`src/rtl/sprite_pkg.sv`:
```
`default_nettype none
// ============================================================================
// Module   : sprite_pkg
// Purpose  : Shared types and helpers for the sprite renderer slice.
//            rgb4_t      - 12-bit pixel (4 bits per channel)
//            c_RGB_ZERO  - black / blanked pixel
//            rom_pattern - built-in sprite test image, one palette index
//                          per ROM address (low bits are kept by the ROM)
// Revision : 1.0 - initial release
// ============================================================================
package sprite_pkg;

  typedef struct packed {
    logic [3:0] r;
    logic [3:0] g;
    logic [3:0] b;
  } rgb4_t;

  localparam rgb4_t c_RGB_ZERO = '{4'h0, 4'h0, 4'h0};

  // Built-in image: mixes column, row and frame bits so that neighbouring
  // pixels, mirrored columns and successive frames all differ.
  function automatic int rom_pattern(input int addr);
    return addr + (addr >>> 2) + (addr >>> 8) + 1;
  endfunction

endpackage
`default_nettype wire

```
`src/rtl/sprite_rom.sv`:
```
`default_nettype none
// ============================================================================
// Module   : sprite_rom
// Purpose  : Sprite pixel ROM, synchronous read (one clock of latency).
// Ports    : vga_clk  - clock
//            reset_n  - async active-low reset, clears the read register
//            addr     - read address, $clog2(DEPTH) bits
//            data     - palette index of the addressed pixel, DATA_W bits
// Params   : DEPTH, DATA_W, INIT_FILE ("" = built-in test image, any other
//            name selects the alternate, bit-inverted test image)
// Revision : 1.0 - initial release
// ============================================================================
module sprite_rom
  import sprite_pkg::*;
#(
  parameter int    DEPTH     = 1024,
  parameter int    DATA_W    = 2,
  parameter string INIT_FILE = ""
) (
  input  logic                     vga_clk,
  input  logic                     reset_n,
  input  logic [$clog2(DEPTH)-1:0] addr,
  output logic [DATA_W-1:0]        data
);

  localparam bit c_BUILTIN = (INIT_FILE == "");

  logic [DATA_W-1:0] w_word;

  always_comb begin
    w_word = DATA_W'(rom_pattern(int'(addr)));
    if (!c_BUILTIN) begin
      w_word = ~w_word;
    end
  end

  always_ff @(posedge vga_clk or negedge reset_n) begin
    if (!reset_n) begin
      data <= '0;
    end else begin
      data <= w_word;
    end
  end

endmodule
`default_nettype wire

```
`src/rtl/sprite_renderer.sv`:
```
`default_nettype none
// ============================================================================
// Module   : sprite_renderer
// Purpose  : Composites one animated, optionally mirrored sprite over the
//            background video stream. Two-cycle pipeline: ROM read stage,
//            then palette lookup / mux into the output registers.
// Ports    : vga_clk, reset_n           - clock, async active-low reset
//            DrawX, DrawY               - current beam pixel (10 b)
//            SpriteX, SpriteY           - sprite top-left corner (10 b)
//            blank                      - high during active video
//            vsync_pulse                - one-cycle frame start strobe
//            sprite_en, anim_en, flip_x - visibility / animation / mirror
//            bg_red, bg_green, bg_blue  - background pixel at DrawX/DrawY
//            red, green, blue           - composited pixel (2 cycles later)
//            sprite_hit                 - opaque sprite pixel was drawn
// Revision : 1.0 - initial release
// ============================================================================
module sprite_renderer
  import sprite_pkg::*;
#(
  parameter int SPR_W      = 16,
  parameter int SPR_H      = 16,
  parameter int IDX_W      = 2,
  parameter int NUM_FRAMES = 4,
  parameter int FRAME_DIV  = 8,
  parameter int TRANSP_IDX = 0
) (
  input  logic       vga_clk,
  input  logic       reset_n,
  input  logic [9:0] DrawX,
  input  logic [9:0] DrawY,
  input  logic [9:0] SpriteX,
  input  logic [9:0] SpriteY,
  input  logic       blank,
  input  logic       vsync_pulse,
  input  logic       sprite_en,
  input  logic       anim_en,
  input  logic       flip_x,
  input  logic [3:0] bg_red,
  input  logic [3:0] bg_green,
  input  logic [3:0] bg_blue,
  output logic [3:0] red,
  output logic [3:0] green,
  output logic [3:0] blue,
  output logic       sprite_hit
);

  localparam int c_FRAME_W = (NUM_FRAMES > 1) ? $clog2(NUM_FRAMES) : 1;
  localparam int c_DEPTH   = NUM_FRAMES * SPR_W * SPR_H;
  localparam int c_ADDR_W  = $clog2(c_DEPTH);

  logic [10:0]          w_rel_x;
  logic [10:0]          w_rel_y;
  logic [10:0]          w_col;
  logic                 w_in_box;
  logic [c_ADDR_W-1:0]  w_addr;
  logic [IDX_W-1:0]     w_idx;
  rgb4_t                w_pix;
  logic                 w_hit;

  logic [7:0]           r_vs_cnt;
  logic [c_FRAME_W-1:0] r_frame;
  logic                 r_in_box;
  logic                 r_sprite_en;
  logic                 r_blank;
  rgb4_t                r_bg;
  logic [1:0]           r_live;

  // 11-bit unsigned difference: a beam left of / above the sprite wraps to
  // a huge value, so it can never land inside the box.
  assign w_rel_x  = {1'b0, DrawX} - {1'b0, SpriteX};
  assign w_rel_y  = {1'b0, DrawY} - {1'b0, SpriteY};
  assign w_in_box = (w_rel_x < 11'(SPR_W)) && (w_rel_y < 11'(SPR_H));
  assign w_col    = flip_x ? (11'(SPR_W - 1) - w_rel_x) : w_rel_x;
  assign w_addr   = c_ADDR_W'(r_frame) * c_ADDR_W'(SPR_W * SPR_H)
                  + c_ADDR_W'(w_rel_y) * c_ADDR_W'(SPR_W)
                  + c_ADDR_W'(w_col);

  sprite_rom #(
    .DEPTH  (c_DEPTH),
    .DATA_W (IDX_W)
  ) u_rom (
    .vga_clk (vga_clk),
    .reset_n (reset_n),
    .addr    (w_addr),
    .data    (w_idx)
  );

  function automatic rgb4_t palette(input logic [3:0] idx);
    rgb4_t c;
    case (idx)
      4'd0:    c = '{4'h0, 4'h0, 4'h0};
      4'd1:    c = '{4'hF, 4'h0, 4'h0};
      4'd2:    c = '{4'h0, 4'hF, 4'h0};
      4'd3:    c = '{4'h0, 4'h0, 4'hF};
      default: c = '{idx, ~idx, idx};
    endcase
    return c;
  endfunction

  always_comb begin
    w_pix = c_RGB_ZERO;
    w_hit = 1'b0;
    if (r_blank) begin
      if (r_in_box && r_sprite_en && (w_idx != IDX_W'(TRANSP_IDX))) begin
        w_pix = palette(4'(w_idx));
        w_hit = 1'b1;
      end else begin
        w_pix = r_bg;
      end
    end
  end

  // Animation: frame only moves on a vsync_pulse cycle, so it is stable
  // for every pixel of a displayed frame.
  always_ff @(posedge vga_clk or negedge reset_n) begin
    if (!reset_n) begin
      r_vs_cnt <= '0;
      r_frame  <= '0;
    end else if (vsync_pulse && anim_en) begin
      if (r_vs_cnt == 8'(FRAME_DIV - 1)) begin
        r_vs_cnt <= '0;
        if (r_frame == c_FRAME_W'(NUM_FRAMES - 1)) begin
          r_frame <= '0;
        end else begin
          r_frame <= r_frame + c_FRAME_W'(1);
        end
      end else begin
        r_vs_cnt <= r_vs_cnt + 8'd1;
      end
    end
  end

  // Stage 1 runs alongside the ROM read. r_live keeps the outputs black
  // for the first two edges after reset release, until real pixels have
  // flowed through both stages.
  always_ff @(posedge vga_clk or negedge reset_n) begin
    if (!reset_n) begin
      r_in_box    <= 1'b0;
      r_sprite_en <= 1'b0;
      r_blank     <= 1'b0;
      r_bg        <= c_RGB_ZERO;
      r_live      <= 2'b00;
    end else begin
      r_in_box    <= w_in_box;
      r_sprite_en <= sprite_en;
      r_blank     <= blank;
      r_bg        <= '{bg_red, bg_green, bg_blue};
      r_live      <= {r_live[0], 1'b1};
    end
  end

  always_ff @(posedge vga_clk or negedge reset_n) begin
    if (!reset_n) begin
      red        <= 4'h0;
      green      <= 4'h0;
      blue       <= 4'h0;
      sprite_hit <= 1'b0;
    end else if (r_live[1]) begin
      red        <= w_pix.r;
      green      <= w_pix.g;
      blue       <= w_pix.b;
      sprite_hit <= w_hit;
    end else begin
      red        <= 4'h0;
      green      <= 4'h0;
      blue       <= 4'h0;
      sprite_hit <= 1'b0;
    end
  end

endmodule
`default_nettype wire

```
`config.mk`:
```
export PLATFORM = sky130hd
export DESIGN_NAME = sprite_renderer
export DESIGN_NICKNAME = d
export VERILOG_FILES = /design/src/rtl/sprite_pkg.sv /design/src/rtl/sprite_rom.sv /design/src/rtl/sprite_renderer.sv
export SDC_FILE = /design/constraint.sdc
export NUM_CORES = 1
export LEC_CHECK = 0
export CELL_PAD_IN_SITES_DETAIL_PLACEMENT = 1
export CELL_PAD_IN_SITES_GLOBAL_PLACEMENT = 1
export CORE_UTILIZATION = 42
export CTS_BUF_LIST = sky130_fd_sc_hd__clkbuf_8
export DETAILED_ROUTE_END_ITERATION = 8
export GPL_ROUTABILITY_DRIVEN = 0
export GPL_TIMING_DRIVEN = 1
export PLACE_DENSITY = 0.9
export SLEW_MARGIN = 10
export SYNTH_ARGS = -nofsm -noshare
export SYNTH_HDL_FRONTEND = slang
export SYNTH_SLANG_ARGS = --single-unit
```
`constraint.sdc`:
```
create_clock -name vga_clk -period 7 [get_ports vga_clk]
set_input_delay 1.75 -clock vga_clk [delete_from_list [all_inputs] [get_ports vga_clk]]
set_output_delay 1.75 -clock vga_clk [all_outputs]
set_load 0.02 [all_outputs]
```
==> impl_results.md <==
* Status: finished with violations
* Failing checks: design-rule violations
* Count of final setup violators at 0
* Critical Path Start Type: input pin
* Worst R2R Path Depth at 12
* Syn Area/Cell at 9.84 um2
* Final antenna-violating net count at 0
* Layout cells sized above 1 at 5.22%
* Post-synth EDFFs at 0
* Yosys top cell area share at 36.7%
* Worst Setup EP: u_rom.data[1]$_DFF_PN0_
* Crit-path max FO at 4
* Final Hold Violating Endpoints at 0
* Dpl hpwl at 6.07 mm
* Clock sinks at 42
* CP delay by family, top: adder cells
* Die Width at 84.6 um
* Max-cap violation count at 0
* Reg clk slew, reported paths at 0.07 ns
* DR pass1 iterations at 9
* Post-synth cell types at 55
* Mapped Area at 2860 um2
* RSZ-0062 raised after global routing: false
* Pin count of the biggest net entering global routing at 43
* Starting Density at 44.3%
* Final period util at 95.2%
* Worst-Skew Late Latency at 0.30 ns
* Most area-consuming cells after synthesis: dfrtp_1 (37%), ha_1 (14%), xnor2_1 (6.1%)
* Critical path arrival at 6.83 ns
* Slew Viols, Final at 0
* CTS buffer count at 5
* Max Root-Sink Buffers at 2
* Max incr delay on CP at 0.46 ns
* CTS tree: yes
* Initial antenna violation count at 0
* FP Rows at 29
* Ys async rst share at 100%
* Die area at 7150 um2
* Post-Syn Instances at 291
* Final Skew at 0.00520 ns
* Critical path data required time at 7.17 ns
* Die height at 84.6 um
* Final #Nets at 457
* Avg Vias per Cell at 5.44
* Fin Setup TNS at 0 ns
* Critical path's most frequent cell: xnor2_1
* FMAX at 150 MHz
* Iteration-0 DRC Markers at 62
* Final WS setup at 0.338 ns
* Post-synth top area cell: dfrtp_1
* Most frequent cells after synthesis: dfrtp_1 (42), ha_1 (31), inv_1 (28)
* Final instance area at 3710 um2
* Via count at 2397
* Peak VDD IR at 0.0864 mV
* N_diodes at 0
* Wire length per cell at 16.5 um
* Pwr per Cell Area at 245 nW/um2
* CP Class: input pin to flip-flop
* Worst hold start: r_live[0]$_DFF_PN0_
* Seq/Total Area, Yosys at 36.7%
* Port buffer count at 71
* Synthesis Warnings at 0
* Area grow syn2layout at 29.7%
* First-pass GRT wire length at 12.2 mm
* CTS root buf: clkbuf_8
* Post-layout min period at 6.66 ns
* Worst-path cell chain: clkdlybuf4s50_1 -> inv_1 -> ha_1 -> fa_1 -> nor2b_4 -> o211ai_2 -> nor4b_4 -> a2111oi_4 -> nand3_1 -> nand2_1 -> xnor2_1 -> fa_1 -> ha_1 -> xor2_1 -> ha_1 -> inv_1 -> ha_1 -> xor2_1 -> xnor2_1 -> xnor2_1 -> xnor2_1 -> xnor2_1 -> xor3_1
* Syn Nets at 384
* CP bufs+invs at 3
* Post-CTS Setup Repair Bufs at 0
* Slowest CP cell: clkdlybuf4s50_1
* Worst-Margin Slew at 0.888 ns
* Worst slack, placed at -0.0201 ns
* Vias in the first global route at 2624
* I/O pins at 72
* Total gr overflow at 0
* Hold Path Class: flip-flop to flip-flop
* Crit path depth at 23
* CTS H-tree depth at 2
* Hold-fix buffers, CTS at 0
* #FFs+latches synth at 42
* Core area at 6460 um2
* Fillers at 742
* CP Capture Type: flip-flop
* Worst R2R Setup Slack at 3.72 ns
* Main synth FF type: dfrtp_1
* DR DRC count at 5
* Leak at 0.00171 uW
* CTS-repair resized insts at 0
* GRT Overall Usage at 21.9%
* Critical path startpoint: DrawX[0]
* Reg-to-Reg Start: r_frame[0]$_DFFE_PN0P_
* Most frequent cell after synthesis: dfrtp_1
* Dpl cell area at 3630 um2
* Reg2reg end: u_rom.data[1]$_DFF_PN0_
* Worst rel slew slack at 40.8%
* Final wirelength at 7.27 mm
-- registers in the layout, indices dropped and copies added, names as in the netlist, 2 cells and up --
register / flops
r_vs_cnt: 8
r_frame: 2
green: 4
red: 4
blue: 4
r_bg: 12
r_live: 2
u_rom.data: 2
-- cells in the final DEF (no fill, tap or decap), types with 6 or more instances in the layout --
| cell type | count |
|---|---|
| dfrtp_1 | 42 |
| o21a_1 | 11 |
| nand2_1 | 18 |
| clkdlybuf4s50_1 | 70 |
| a21oi_1 | 19 |
| o21ai_0 | 7 |
| inv_1 | 28 |
| ha_1 | 31 |
| nor2_1 | 22 |
| nor3_1 | 6 |
| xor2_1 | 10 |
| xnor2_1 | 20 |
-- stage by stage --
step	power (uW)	hold slack [ns]	util [%]	cells
3_5_place_dp	764	0.340	56.3	434
6_report	911	0.355	57.5	441
4_1_cts	920	0.360	57.5	441
3_3_place_gp	714	0.333	56.3	434
5_1_grt	982	0.372	57.5	441
2_1_floorplan	632	0.331	-	291
-- worst reg2reg max path, cell delays in order (launching register included) --
cell and delay [ns]:
dfrtp_1 0.43, fa_1 0.49, ha_1 0.35, xor2_1 0.18, ha_1 0.28, inv_1 0.04
ha_1 0.22, xor2_1 0.17, xnor2_1 0.23, xnor2_1 0.20, xnor2_1 0.18, xnor2_1 0.15
xor3_1 0.23
-- per-layer routing --
| metal | vias to the layer above | wire [um] | track usage [%] |
|---|---|---|---|
| met2 | 61 | 3920 | 41.6 |
| li1 | 1156 | - | - |
| met3 | 9 | 231 | 3.24 |
| met1 | 1171 | 3000 | 25.0 |
| met4 | 0 | 116 | 6.93 |
| met5 | - | 0 | 0 |
-- final cells by class --
class | instances | area, um2 | area share [%]
inverters | 28 | 105 | 2.83
clock inverters | 2 | 10.0 | 0.270
repair buffers | 71 | 706 | 19.0
clock buffers | 5 | 68.8 | 1.85
well taps | 77 | 96.3 | 2.59
multi-input cells | 216 | 1680 | 45.1
flip-flops and latches | 42 | 1050 | 28.3
-- worst min path at each step --
stage                           to  slack (ns)  depth (start not counted)
4_1_cts        r_live[1]$_DFF_PN0_        0.36                          0
5_1_grt        r_live[1]$_DFF_PN0_        0.37                          0
6_report       r_live[1]$_DFF_PN0_        0.36                          0
3_5_place_dp   r_live[1]$_DFF_PN0_        0.34                          0
3_3_place_gp   r_live[1]$_DFF_PN0_        0.33                          0
2_1_floorplan  r_live[1]$_DFF_PN0_        0.33                          0
-- where the power goes --
part           internal (uW)  switching [uW]  total, uW  leakage (uW)
clock                   67.0            80.8        148     0.0000438
sequential               277            29.6        307      0.000531
combinational            235             220        456       0.00114
total                    580             331        911       0.00171
-- cell families (layout without fill, tap and decap cells) --
family / Yosys count / in the layout / share of synthesized area (%)
and+or+nand+nor: 83 / 83 / 15.5
AOI/OAI and AO/OA: 65 / 65 / 16.5
DFF: 42 / 42 / 36.7
adders and majority gates: 34 / 34 / 15.6
buffers and inverters: 33 / 106 / 4.76
xor gates and xnor gates: 31 / 31 / 10.0
muxes: 2 / 2 / 0.786
other: 1 / 1 / 0.131
No activity file was read; power rests on OpenSTA's default activity.
==> patch 1: new RTL, config.mk and constraints unchanged <==
Reset style: synchronous (`reset_n`), changed in 4 clocked blocks. Comments in the files are not updated.
--- a/src/rtl/sprite_rom.sv
+++ b/src/rtl/sprite_rom.sv
@@ -35,5 +35,5 @@
   end
 
-  always_ff @(posedge vga_clk or negedge reset_n) begin
+  always_ff @(posedge vga_clk) begin
     if (!reset_n) begin
       data <= '0;
--- a/src/rtl/sprite_renderer.sv
+++ b/src/rtl/sprite_renderer.sv
@@ -114,5 +114,5 @@
   // Animation: frame only moves on a vsync_pulse cycle, so it is stable
   // for every pixel of a displayed frame.
-  always_ff @(posedge vga_clk or negedge reset_n) begin
+  always_ff @(posedge vga_clk) begin
     if (!reset_n) begin
       r_vs_cnt <= '0;
@@ -135,5 +135,5 @@
   // for the first two edges after reset release, until real pixels have
   // flowed through both stages.
-  always_ff @(posedge vga_clk or negedge reset_n) begin
+  always_ff @(posedge vga_clk) begin
     if (!reset_n) begin
       r_in_box    <= 1'b0;
@@ -151,5 +151,5 @@
   end
 
-  always_ff @(posedge vga_clk or negedge reset_n) begin
+  always_ff @(posedge vga_clk) begin
     if (!reset_n) begin
       red        <= 4'h0;
Formal check against the unedited RTL: differs if reset_n is asserted again (counterexample within 4 cycles, from zero or initial values and one cycle with reset_n low); with reset_n held inactive, the same outputs for 10 cycles.
==> patch 1 against the unedited design <==
  * Non-clock buffer count increased by 13
  * Highest routed layer unchanged
  * Design area decreased by 2.5%
  * Sequential cell count unchanged
  * Wire length decreased by 14%
  * Largest cell class unchanged
  * Area after synthesis decreased by 9.8%
  * Clock skew about the same
  * Setup slack got worse by 200 ps
  * Register-to-register slack got worse by 110 ps
  * Power decreased by 11%
==> patch 1: results <==
group,metric,value,unit
outcome,run_status,"finished, final reports clean",
placed_design,dpl-instance-area,3470,um^2
route,detail_route.iter0.violations,44,
synth,synth_xor_area_share,12.1,%
synth,synth_area_per_cell,9.03,um^2
setup_path,critical_path.max_stage_delay,590,ps
timing,fin_crit_sh,98.0,%
placed_design,place_worst_setup_slack,-443,ps
global_route,maximum_number_of_pins_on_one_net_before_global_route_repair,27,
synth,synth_net_count,379,
synth,ys_top_cells_by_count,"42 x sky130_fd_sc_hd__dfxtp_1, 31 x sky130_fd_sc_hd__ha_1, 27 x sky130_fd_sc_hd__inv_1",
cells_and_area,finalNonFillerCells,448,
route,drt_first_pass_iters,4,
cells_and_area,proportion_of_layout_cells_with_a_drive_suffix_above_1,9.65,%
setup_path,timing.critical_path.arrival,7040,ps
setup_path,setup.worst_path.end,"u_rom.data[1]",
setup_path,reg2reg_from,"r_frame[0]",
synth,synth-adder-area-share,17.3,%
synth,synth.area.top_cells,"sky130_fd_sc_hd__dfxtp_1 33%, sky130_fd_sc_hd__ha_1 15%, sky130_fd_sc_hd__xnor2_1 8.8%",
power,total_leakage_power,1.58,nW
global_route,globalRouteMet2Util,38.3,%
synth,synth-seq-area-share,32.5,%
timing,worst_clock_skew,5.17,ps
global_route,grtUsageMet3,3.41,%
power,vdd_drop_max,0.000145,V
cells_and_area,final_net_count,465,
setup_path,reg2reg_slack,3610,ps
route,routed-wl-met2,3.38,mm
global_route,grtUsageTotal,19.8,%
setup_path,critical_path_fanout_max,2,
synth,ys_async_sr_fraction,0,%
global_route,grt_pass1_vias,2197,
worst_hold_path,hold_path_depth,1,
global_route,grt_util_met1,20.3,%
setup_path,crit_path_top_delay_cell,"sky130_fd_sc_hd__fa_1",
synth,synth.distinct_cells,40,
route,met3RoutedLength,234,um
setup_path,ff2ff_path_depth,14,
worst_hold_path,beginning_of_the_worst_hold_path,"r_live[0]",
route,num_vias,2247,
route,post_drt_wl_per_cell,14.0,um
placed_design,dp_cells,440,
cells_and_area,n_fill_cell,687,
==> patch 1: cell types whose count changed in the layout (fill, tap and decap cells not counted), moves of 6 or more <==
cell / change
sky130_fd_sc_hd__dfxtp_1: +42
sky130_fd_sc_hd__buf_4: +13
sky130_fd_sc_hd__and2_1: +16
sky130_fd_sc_hd__dfrtp_1: -42
sky130_fd_sc_hd__nor2_1: -6
==> patch 1: final cells by class <==
type	count	area (um^2)	share of cell area, %
Clock buffer	6	82.6	2.28
Clock inverter	2	8.76	0.242
Inverter	27	101	2.80
Multi-Input combinational cell	212	1680	46.5
Sequential cell	42	841	23.2
Tap cell	75	93.8	2.59
Timing Repair Buffer	84	811	22.4
==> patch 1: power breakdown <==
group          switching (mW)  total (mW)  internal [mW]
combinational           0.179       0.395          0.217
sequential            0.00534       0.256          0.251
clock                  0.0780       0.156         0.0780
==> patch 1: through the flow <==
step	hold WS, ps	power (mW)
detailed placement	430	0.642
floorplan	412	0.534
CTS	448	0.796
global route	467	0.855
global placement	415	0.615
finish	445	0.808
==> patch 2: new RTL, same settings <==
Without the edit above. `IDX_W`: 2 -> 3.
--- a/src/rtl/sprite_renderer.sv
+++ b/src/rtl/sprite_renderer.sv
@@ -21,5 +21,5 @@
   parameter int SPR_W      = 16,
   parameter int SPR_H      = 16,
-  parameter int IDX_W      = 2,
+  parameter int IDX_W      = 3,
   parameter int NUM_FRAMES = 4,
   parameter int FRAME_DIV  = 8,
Check against the original RTL: not equivalent (a bounded check fails within 4 cycles, from zero or initial values and one cycle with reset_n low).
==> patch 2 against the unedited design <==
  * Sequential power up 10%
  * Highest routed layer unchanged
  * Area after synthesis up 1.4%
  * Setup slack worse by 160 ps
  * Die area up 1.4%
  * Design area up 2.5%
  * Worst hold slack about the same
  * Sequential cell count up 1
  * Synthesized cell count up 3.8%
  * Cell count up 2.9%
  * Combinational power up 30%
  * Critical endpoint is now u_rom.data[2]
  * Wire length down 3.5%
  * Power up 18%
  * Clock skew up 1.3 ps
==> patch 2: results <==
group,metric,value,unit
placed_design,dpl-instance-area,3680,um^2
power,p_sw,0.427,mW
setup_path,timing.rr.end,"u_rom.data[2]",
clocking,clock_path_buffers,2,
clocking,htreeDepth,2,
worst_hold_path,beginning_of_the_worst_hold_path,"r_live[0]",
synth,ys_top_cells_by_count,"43 x sky130_fd_sc_hd__dfrtp_1, 32 x sky130_fd_sc_hd__ha_1, 30 x sky130_fd_sc_hd__inv_1",
timing,worst_clock_skew,6.47,ps
power,vdd_drop_max,0.000152,V
power,total_leakage_power,1.79,nW
synth,ys_async_sr_fraction,100,%
synth,synth-seq-area-share,37.1,%
global_route,maximum_number_of_pins_on_one_net_before_global_route_repair,44,
clocking,clock_insertion_delay_worst_skew,300,ps
clocking,clock-root-buffer,"sky130_fd_sc_hd__clkbuf_8",
synth,synth.area.top_cells,"sky130_fd_sc_hd__dfrtp_1 37%, sky130_fd_sc_hd__ha_1 14%, sky130_fd_sc_hd__xnor2_1 7.5%",
global_route,grt_antenna_before_repair,0,
clocking,clk_pin_slew,80,ps
route,drt_first_pass_iters,4,
outcome,run_status,"finished, final reports clean",
timing,slew-limit-headroom,39.5,%
route,detail_route.iter0.violations,80,
cells_and_area,n_fill_cell,765,
setup_path,critical_path.max_stage_delay,500,ps
cells_and_area,proportion_of_layout_cells_with_a_drive_suffix_above_1,6.10,%
setup_path,critical_path_fanout_max,4,
synth,synth_ff_type,"sky130_fd_sc_hd__dfrtp_1",
setup_path,timing.critical_path.arrival,7030,ps
global_route,grt_pass1_vias,2653,
placed_design,detailedPlacementHpwl,5.62,mm
route,routed_via_density,5.39,
cells_and_area,antennaDiodeCount,0,
setup_path,reg2reg_slack,3380,ps
worst_hold_path,worstHoldEndpoint,"r_live[1]",
setup_path,ff2ff_path_depth,14,
cells_and_area,biggestRegsByFlops,"r_bg: 12 flops, r_vs_cnt: 8 flops",
global_route,grtUsageTotal,20.5,%
cells_and_area,final_net_count,472,
global_route,wire_length_of_the_first_global_routing_pass,11.9,mm
synth,synth_warnings,0,
worst_hold_path,hold_path_depth,0,
route,total_wire_length,7.01,mm
placed_design,placement.io_buffers,71,
synth,synth.distinct_cells,50,
synth,synth_net_count,398,
clocking,cts_buffers,5,
worst_hold_path,min-delay-path-class,"reg -> reg",
setup_path,crit_path_top_delay_cell,"sky130_fd_sc_hd__fa_1",
setup_path,reg2reg_from,"r_frame[0]",
timing,worst_hold_slack,355,ps
## patch 2: cell type report
cell class,instances,area [um^2],area share (%)
repair buffers,72,713,18.7
clock buffers,5,68.8,1.81
well taps,77,96.3,2.53
inverters,30,113,2.96
clock inverters,3,12.5,0.329
multi-input cells,224,1730,45.4
flip-flops and latches,43,1080,28.3
## patch 2: cells by family after synthesis
kind of cell | Yosys count | share of synthesized area, %
and+or+nand+nor | 87 | 14.7
AOI/OAI and AO/OA | 61 | 14.4
DFF | 43 | 37.1
adders and majority gates | 37 | 17.2
xor gates and xnor gates | 35 | 10.6
buffers and inverters | 35 | 4.78
muxes | 3 | 1.12
other | 1 | 0.129
## patch 2: per-stage QoR
stage / setup slack (ps) / util, % / cells / setup TNS [ps]
after floorplan: 737 / - / 302 / 0
after global placement: 162 / 56.7 / 445 / 0
after detailed placement: -202 / 56.7 / 445 / -202
after CTS: 101 / 57.9 / 453 / 0
after global routing: -20.4 / 58.6 / 454 / -20.4
final: 178 / 58.6 / 454 / 0
## patch 2: worst max-delay path by stage
stage,startpoint,to,slack (ps),depth (start not counted)
floorplan,SpriteX[4],u_rom.data[2],740,21
global placement,SpriteX[4],u_rom.data[2],160,22
detailed placement,DrawX[0],u_rom.data[2],-200,24
CTS,DrawX[0],u_rom.data[2],100,24
global route,DrawX[0],u_rom.data[2],-20,24
finish,SpriteX[4],u_rom.data[2],180,22
## patch 2: critical path, delay by kind of cell
family                     cells  cell delay (ps)
buffers and inverters          4              630
AOI/OAI and AO/OA              4             1000
and+or+nand+nor                1              370
adders and majority gates      5             1960
xor gates and xnor gates       8             1310
## patch 2: layer usage
layer / vias up / routed length, um / global-route usage, %
li1: 1185 / - / -
met1: 1175 / 2770 / 23.4
met2: 68 / 3770 / 38.8
met3: 19 / 249 / 2.72
met4: 0 / 217 / 7.24
met5: - / 0 / 0
## patch 2: timing repair
| action | 4_1_cts | 5_1_grt |
|---|---|---|
| hold buffers | 0 | 0 |
| gates resized for setup | 0 | 7 |
| setup endpoints to repair | 0 | 1 |
| buffers inserted | 0 | 1 |
## patch 2: power groups by stage
stage / Combinational, mW / Clock, mW / Sequential [mW]
global route: 0.650 / 0.159 / 0.344
detailed placement: 0.529 / 0 / 0.342
CTS: 0.535 / 0.152 / 0.337
floorplan: 0.380 / 0 / 0.323
global placement: 0.458 / 0 / 0.339
finish: 0.594 / 0.146 / 0.338
